$ cat config.mk
export PLATFORM = sky130hd
export DESIGN_NAME = pc_sequencer
export DESIGN_NICKNAME = d
export VERILOG_FILES = /design/src/rtl/pc_sequencer.sv
export SDC_FILE = /design/constraint.sdc
export NUM_CORES = 1
export LEC_CHECK = 0
export CAP_MARGIN = 20
export CORE_MARGIN = 10
export CORE_UTILIZATION = 48
export CTS_BUF_LIST = sky130_fd_sc_hd__clkbuf_4 sky130_fd_sc_hd__clkbuf_8 sky130_fd_sc_hd__clkbuf_16
export CTS_CLUSTER_DIAMETER = 150
export CTS_CLUSTER_SIZE = 30
export DETAILED_ROUTE_END_ITERATION = 16
export GPL_TIMING_DRIVEN = 1
export PLACE_DENSITY_LB_ADDON = 0.08
export RECOVER_POWER = 100
export SLEW_MARGIN = 15
export SYNTH_ARGS = -nofsm -noshare
export SYNTH_HDL_FRONTEND = slang
export SYNTH_SLANG_ARGS = --single-unit
$ cat constraint.sdc
create_clock -name clk_pi -period 4.7 [get_ports clk_pi]
set_input_delay 0.47 -clock clk_pi [delete_from_list [all_inputs] [get_ports clk_pi]]
set_output_delay 0.47 -clock clk_pi [all_outputs]
set_load 0.02 [all_outputs]
$ cat src/rtl/pc_sequencer.sv
// pc_sequencer: fetch/execute sequencer for the program counter.
// It latches each fetched instruction into the IR, decodes BR/JMP/HALT and
// drives the PC enable and branch/jump selects. It also owns halt, stall
// and fetch-timeout handling.
//
// Optional build macro: SINGLE_STEP_EN. When defined, the ports
// step_mode_pi and step_pi are added. With step_mode_pi=1, EXEC retires an
// instruction only in a cycle where step_pi=1.
//
// State table:
//   state      | meaning
//   ST_FETCH   | wait for imem_ready_pi, count timeout
//   ST_EXEC    | decode IR, drive PC controls, retire instruction
//   ST_HALTED  | parked after HALT or fetch timeout, wait for resume
//
// Ports:
//   clk_pi, reset_pi (sync, active-high), clk_en_pi (global freeze)
//   imem_ready_pi, instr_pi[15:0]   instruction memory handshake
//   branch_cond_pi, stall_pi, resume_pi
//   pc_en_po, branch_taken_po, jump_taken_po   combinational PC controls
//   branch_immediate_po[5:0], jump_immediate_po[11:0], ir_po[15:0]
//   ir_valid_po, halted_po, fetch_error_po, retired_count_po[CNT_W-1:0]
module pc_sequencer #(
  parameter int FETCH_TIMEOUT = 15,
  parameter int CNT_W         = 16
) (
  input  logic             clk_pi,
  input  logic             reset_pi,
  input  logic             clk_en_pi,
  input  logic             imem_ready_pi,
  input  logic [15:0]      instr_pi,
  input  logic             branch_cond_pi,
  input  logic             stall_pi,
  input  logic             resume_pi,
  output logic             pc_en_po,
  output logic             branch_taken_po,
  output logic [5:0]       branch_immediate_po,
  output logic             jump_taken_po,
  output logic [11:0]      jump_immediate_po,
  output logic [15:0]      ir_po,
  output logic             ir_valid_po,
  output logic             halted_po,
  output logic             fetch_error_po,
  output logic [CNT_W-1:0] retired_count_po
`ifdef SINGLE_STEP_EN
  ,
  input  logic             step_mode_pi,
  input  logic             step_pi
`endif
);

  typedef enum logic [1:0] {
    ST_FETCH  = 2'b00,
    ST_EXEC   = 2'b01,
    ST_HALTED = 2'b10
  } state_t;

  localparam logic [3:0] OP_BR   = 4'hC;
  localparam logic [3:0] OP_JMP  = 4'hD;
  localparam logic [3:0] OP_HALT = 4'hF;

  // Timeout fires on the edge that closes the FETCH_TIMEOUT-th waiting cycle.
  localparam logic [7:0] TIMEOUT_LAST = 8'(FETCH_TIMEOUT - 1);

  state_t     state;
  logic [7:0] to_cnt;
  logic       is_br, is_jmp, is_halt;
  logic       step_ok;
  logic       retire;

  assign is_br   = (ir_po[15:12] == OP_BR);
  assign is_jmp  = (ir_po[15:12] == OP_JMP);
  assign is_halt = (ir_po[15:12] == OP_HALT);

`ifdef SINGLE_STEP_EN
  assign step_ok = !step_mode_pi || step_pi;
`else
  assign step_ok = 1'b1;
`endif

  // An EXEC cycle retires only when it is neither stalled nor step-gated.
  assign retire = (state == ST_EXEC) && !stall_pi && step_ok;

  assign branch_immediate_po = ir_po[5:0];
  assign jump_immediate_po   = ir_po[11:0];

  // The PC controls are combinational so that the PC updates on the same
  // edge that leaves EXEC (or HALTED on a resume).
  always_comb begin
    pc_en_po        = 1'b0;
    branch_taken_po = 1'b0;
    jump_taken_po   = 1'b0;
    if (!reset_pi && clk_en_pi) begin
      if (retire && !is_halt) begin
        pc_en_po        = 1'b1;
        branch_taken_po = is_br && branch_cond_pi;
        jump_taken_po   = is_jmp;
      end else if (state == ST_HALTED && resume_pi && !fetch_error_po) begin
        pc_en_po = 1'b1;
      end
    end
  end

  always_ff @(posedge clk_pi) begin
    if (reset_pi) begin
      state            <= ST_FETCH;
      to_cnt           <= 8'd0;
      ir_po            <= 16'h0000;
      ir_valid_po      <= 1'b0;
      halted_po        <= 1'b0;
      fetch_error_po   <= 1'b0;
      retired_count_po <= '0;
    end else if (clk_en_pi) begin
      case (state)
        ST_FETCH: begin
          // Ready on the timeout cycle takes precedence over the error.
          if (imem_ready_pi) begin
            ir_po       <= instr_pi;
            ir_valid_po <= 1'b1;
            to_cnt      <= 8'd0;
            state       <= ST_EXEC;
          end else if (to_cnt == TIMEOUT_LAST) begin
            fetch_error_po <= 1'b1;
            halted_po      <= 1'b1;
            to_cnt         <= 8'd0;
            state          <= ST_HALTED;
          end else begin
            to_cnt <= to_cnt + 8'd1;
          end
        end
        ST_EXEC: begin
          if (retire) begin
            ir_valid_po      <= 1'b0;
            retired_count_po <= retired_count_po + CNT_W'(1);
            if (is_halt) begin
              halted_po <= 1'b1;
              state     <= ST_HALTED;
            end else begin
              state <= ST_FETCH;
            end
          end
        end
        ST_HALTED: begin
          // A fetch error is sticky, so only a reset leaves HALTED after one.
          if (resume_pi && !fetch_error_po) begin
            halted_po <= 1'b0;
            state     <= ST_FETCH;
          end
        end
        default: state <= ST_FETCH;
      endcase
    end
  end

endmodule

==> reports/qor.yml <==
cts:
  ctsHoldBuffers: 0
  cts_tree: "built"
  cts.sinks: 45
  cts_setup_buffers: 0
  clkSlewWorstSetupHoldPaths_ns: 0.08
  numCtsBuffers: 5
  clock_latency_ns: 0.30
  ctsResizeCount: 0
  h-tree-depth: 2
  clockRootBuffer: "clkbuf_8"
  cts_buffer_depth: 2
sta:
  finalSetupTns_ns: 0
  worstMarginPinSlew_ns: 0.912
  hold_viol_final: 0
  report.final.slew_viol_count: 0
  rsz0062_at_grt: "false"
  final-setup-viol-count: 0
  fin_crit_sh_pct: 66.4
  final.min_clock_period_ns: 3.12
  slew_headroom_pct: 39.1
  fin_skew_ns: 0.00403
  max_freq_ghz: 0.321
grt:
  overflow: 0
  track_usage_pct: 14.1
  grt_pass1_wl_um: 8760
  grt_max_degree: 41
  grt_pass1_vias: 1920
  antenna_found_initial: 0
finish:
  drive_above_1_share_pct: 4.09
  final_common_cell: "dlygate4sd3_1"
  num-fill-cells: 386
  fin_nets: 343
  stdcell_area_mm2: 0.00292
  layout_common_cells: "57 x dlygate4sd3_1, 48 x nand2_1, 45 x dfxtp_1, 24 x a21oi_1, 22 x nor2_1"
  diodes: 0
  synthToLayoutAreaGrowth_pct: 36.4
die:
  coreArea_mm2: 0.00432
  dieArea_mm2: 0.00753
  die_w_um: 86.8
  die_y_um: 86.8
  pin_count: 79
  fp-row-count: 24
  initial_core_util_pct: 49.5
setup_path:
  crit_required_ns: 4.23
  r2r_slack_ns: 2.28
  start_kind: "input port"
  reg2reg_to: "ir_po[0]"
  reg2regPathDepth: 4
  crit_path_max_fanout: 10
  setup.worst_path.class: "input port to primary output"
  r2r_start: "state[0]"
  end_kind: "primary output"
  cp.arrival_ns: 2.65
pwr:
  power.share.sequential_pct: 49.2
  p_sw_share_pct: 24.0
  p_int_uw: 625
  pwr-share-comb_pct: 13.8
  pwr_density_cell_mw_per_mm2: 282
  netSwitchingPower_uw: 197
  p_clk_share_pct: 37.0
  p_leak_uw: 0.00117
  ir_worst_vdd_mv: 0.149
min_path:
  hold_start: "ir_po[11]"
  holdPathStages: 2
  min_to: "ir_po[11]"
  min_path_type: "flop to flop"
yosys:
  synth.distinct_cells: 44
  synth_cells: 261
  yosysWarnings: 0
  synth.yosys.seq_area_share_pct: 42.1
  avgSynthCellArea_um2: 8.20
  async_flop_share_pct: 0
  syn_area_mm2: 0.00214
  synth_edf_count: 0
  yosys_register_bits: 45
  syn_nets: 287
  synth_flop_cell: "dfxtp_1"
routing:
  drc: 0
  dr.pass1.iters: 4
  wl_per_cell_um: 14.1
  postRouteAntennaNets: 0
  wl_um: 5230
  dr_total_vias: 1926
  viasPerCell: 5.21
  drt_iter0_drc: 88
placed_design:
  portBuffers: 78
  hpwlAfterDp_um: 3960
  dpl-instance-area_mm2: 0.00281
  gp_congestion: 0.852
run:
  drv_cap: 0
status:
  status: "complete, no violations"
-- power by group through the flow --
stage                     Combinational, uW  Clock, uW  Sequential, uW
final                                   113        304             404
after global routing                    125        334             407
after CTS                               122        314             405
after detailed placement                121          0             414
after global placement                  120          0             414
after floorplan                        63.1          0             421
-- synth_stat cells (2+ instances only) --
cell type / instances / area (um^2)
a211oi_1: 2 / 15.0
a21oi_1: 24 / 120
a41oi_1: 2 / 17.5
and3_1: 2 / 12.5
buf_2: 5 / 25.0
buf_4: 19 / 143
clkbuf_1: 6 / 22.5
dfxtp_1: 45 / 901
ha_1: 3 / 37.5
inv_1: 5 / 18.8
nand2_1: 48 / 180
nand3_1: 6 / 30.0
nand4_1: 9 / 56.3
nor2_1: 22 / 82.6
nor3_1: 7 / 35.0
nor3b_1: 2 / 15.0
nor4_1: 5 / 31.3
o21ai_0: 4 / 20.0
or3_1: 4 / 25.0
or4_1: 2 / 15.0
xnor2_1: 11 / 96.3
xor2_1: 6 / 52.6
-- registers in the layout, indices dropped and copies added, names as in the netlist --
signal            flops
fetch_error_po        1
halted_po             1
ir_po                16
ir_valid_po           1
retired_count_po     16
state                 2
to_cnt                8
-- through the flow --
stage	setup slack [ns]	std cells	power (uW)	util (%)	hold WS [ns]
final	1.58	370	822	67.5	0.469
after global routing	1.45	370	866	67.5	0.496
after CTS	1.72	370	841	67.7	0.476
after detailed placement	1.72	362	536	64.9	0.464
after global placement	1.77	362	534	64.9	0.454
after floorplan	2.75	261	484	-	0.462
-- kinds of logic (layout without fill, tap and decap cells) --
group	after synthesis	count (layout)	share of synthesized area, %
buf+inv	36	93	9.94
compound gates	41	41	11.5
simple gates	118	118	27.3
fa+ha+maj	3	3	1.75
xor+xnor	17	17	6.96
mux	1	1	0.468
flops	45	45	42.1
-- metal layers --
layer / vias to the layer above / track usage (%) / wire, um
li1: 997 / - / -
met1: 865 / 16.1 / 2390
met2: 57 / 22.7 / 2250
met3: 7 / 6.57 / 529
met4: 0 / 4.71 / 63
met5: - / 0 / 0
-- layout make-up --
class                      count  area [um^2]  area share [%]
multi-input combinational    180         1020            35.0
sequential                    45          901            30.9
timing repair buffer          80          792            27.1
clock buffer                   7         90.1            3.09
tap                           52         65.1            2.23
clock inverter                 1         30.0            1.03
inverter                       5         18.8           0.643
-- critical path, stage by stage --
cell and delay [ns]:
dlygate4sd3_1 0.70, nor4bb_1 0.55, and4b_1 0.25, dlygate4sd3_1 0.67
-- worst max path at each step --
stage              start              end  slack [ns]  cells past startpoint
2_1_floorplan  resume_pi         pc_en_po        2.75                      4
3_3_place_gp   clk_en_pi  branch_taken_po        1.77                      4
3_5_place_dp   clk_en_pi  branch_taken_po        1.72                      4
4_1_cts        clk_en_pi  branch_taken_po        1.72                      4
5_1_grt        clk_en_pi  branch_taken_po        1.45                      4
6_report       clk_en_pi  branch_taken_po        1.58                      4
Power figures use the tool's default switching activity.
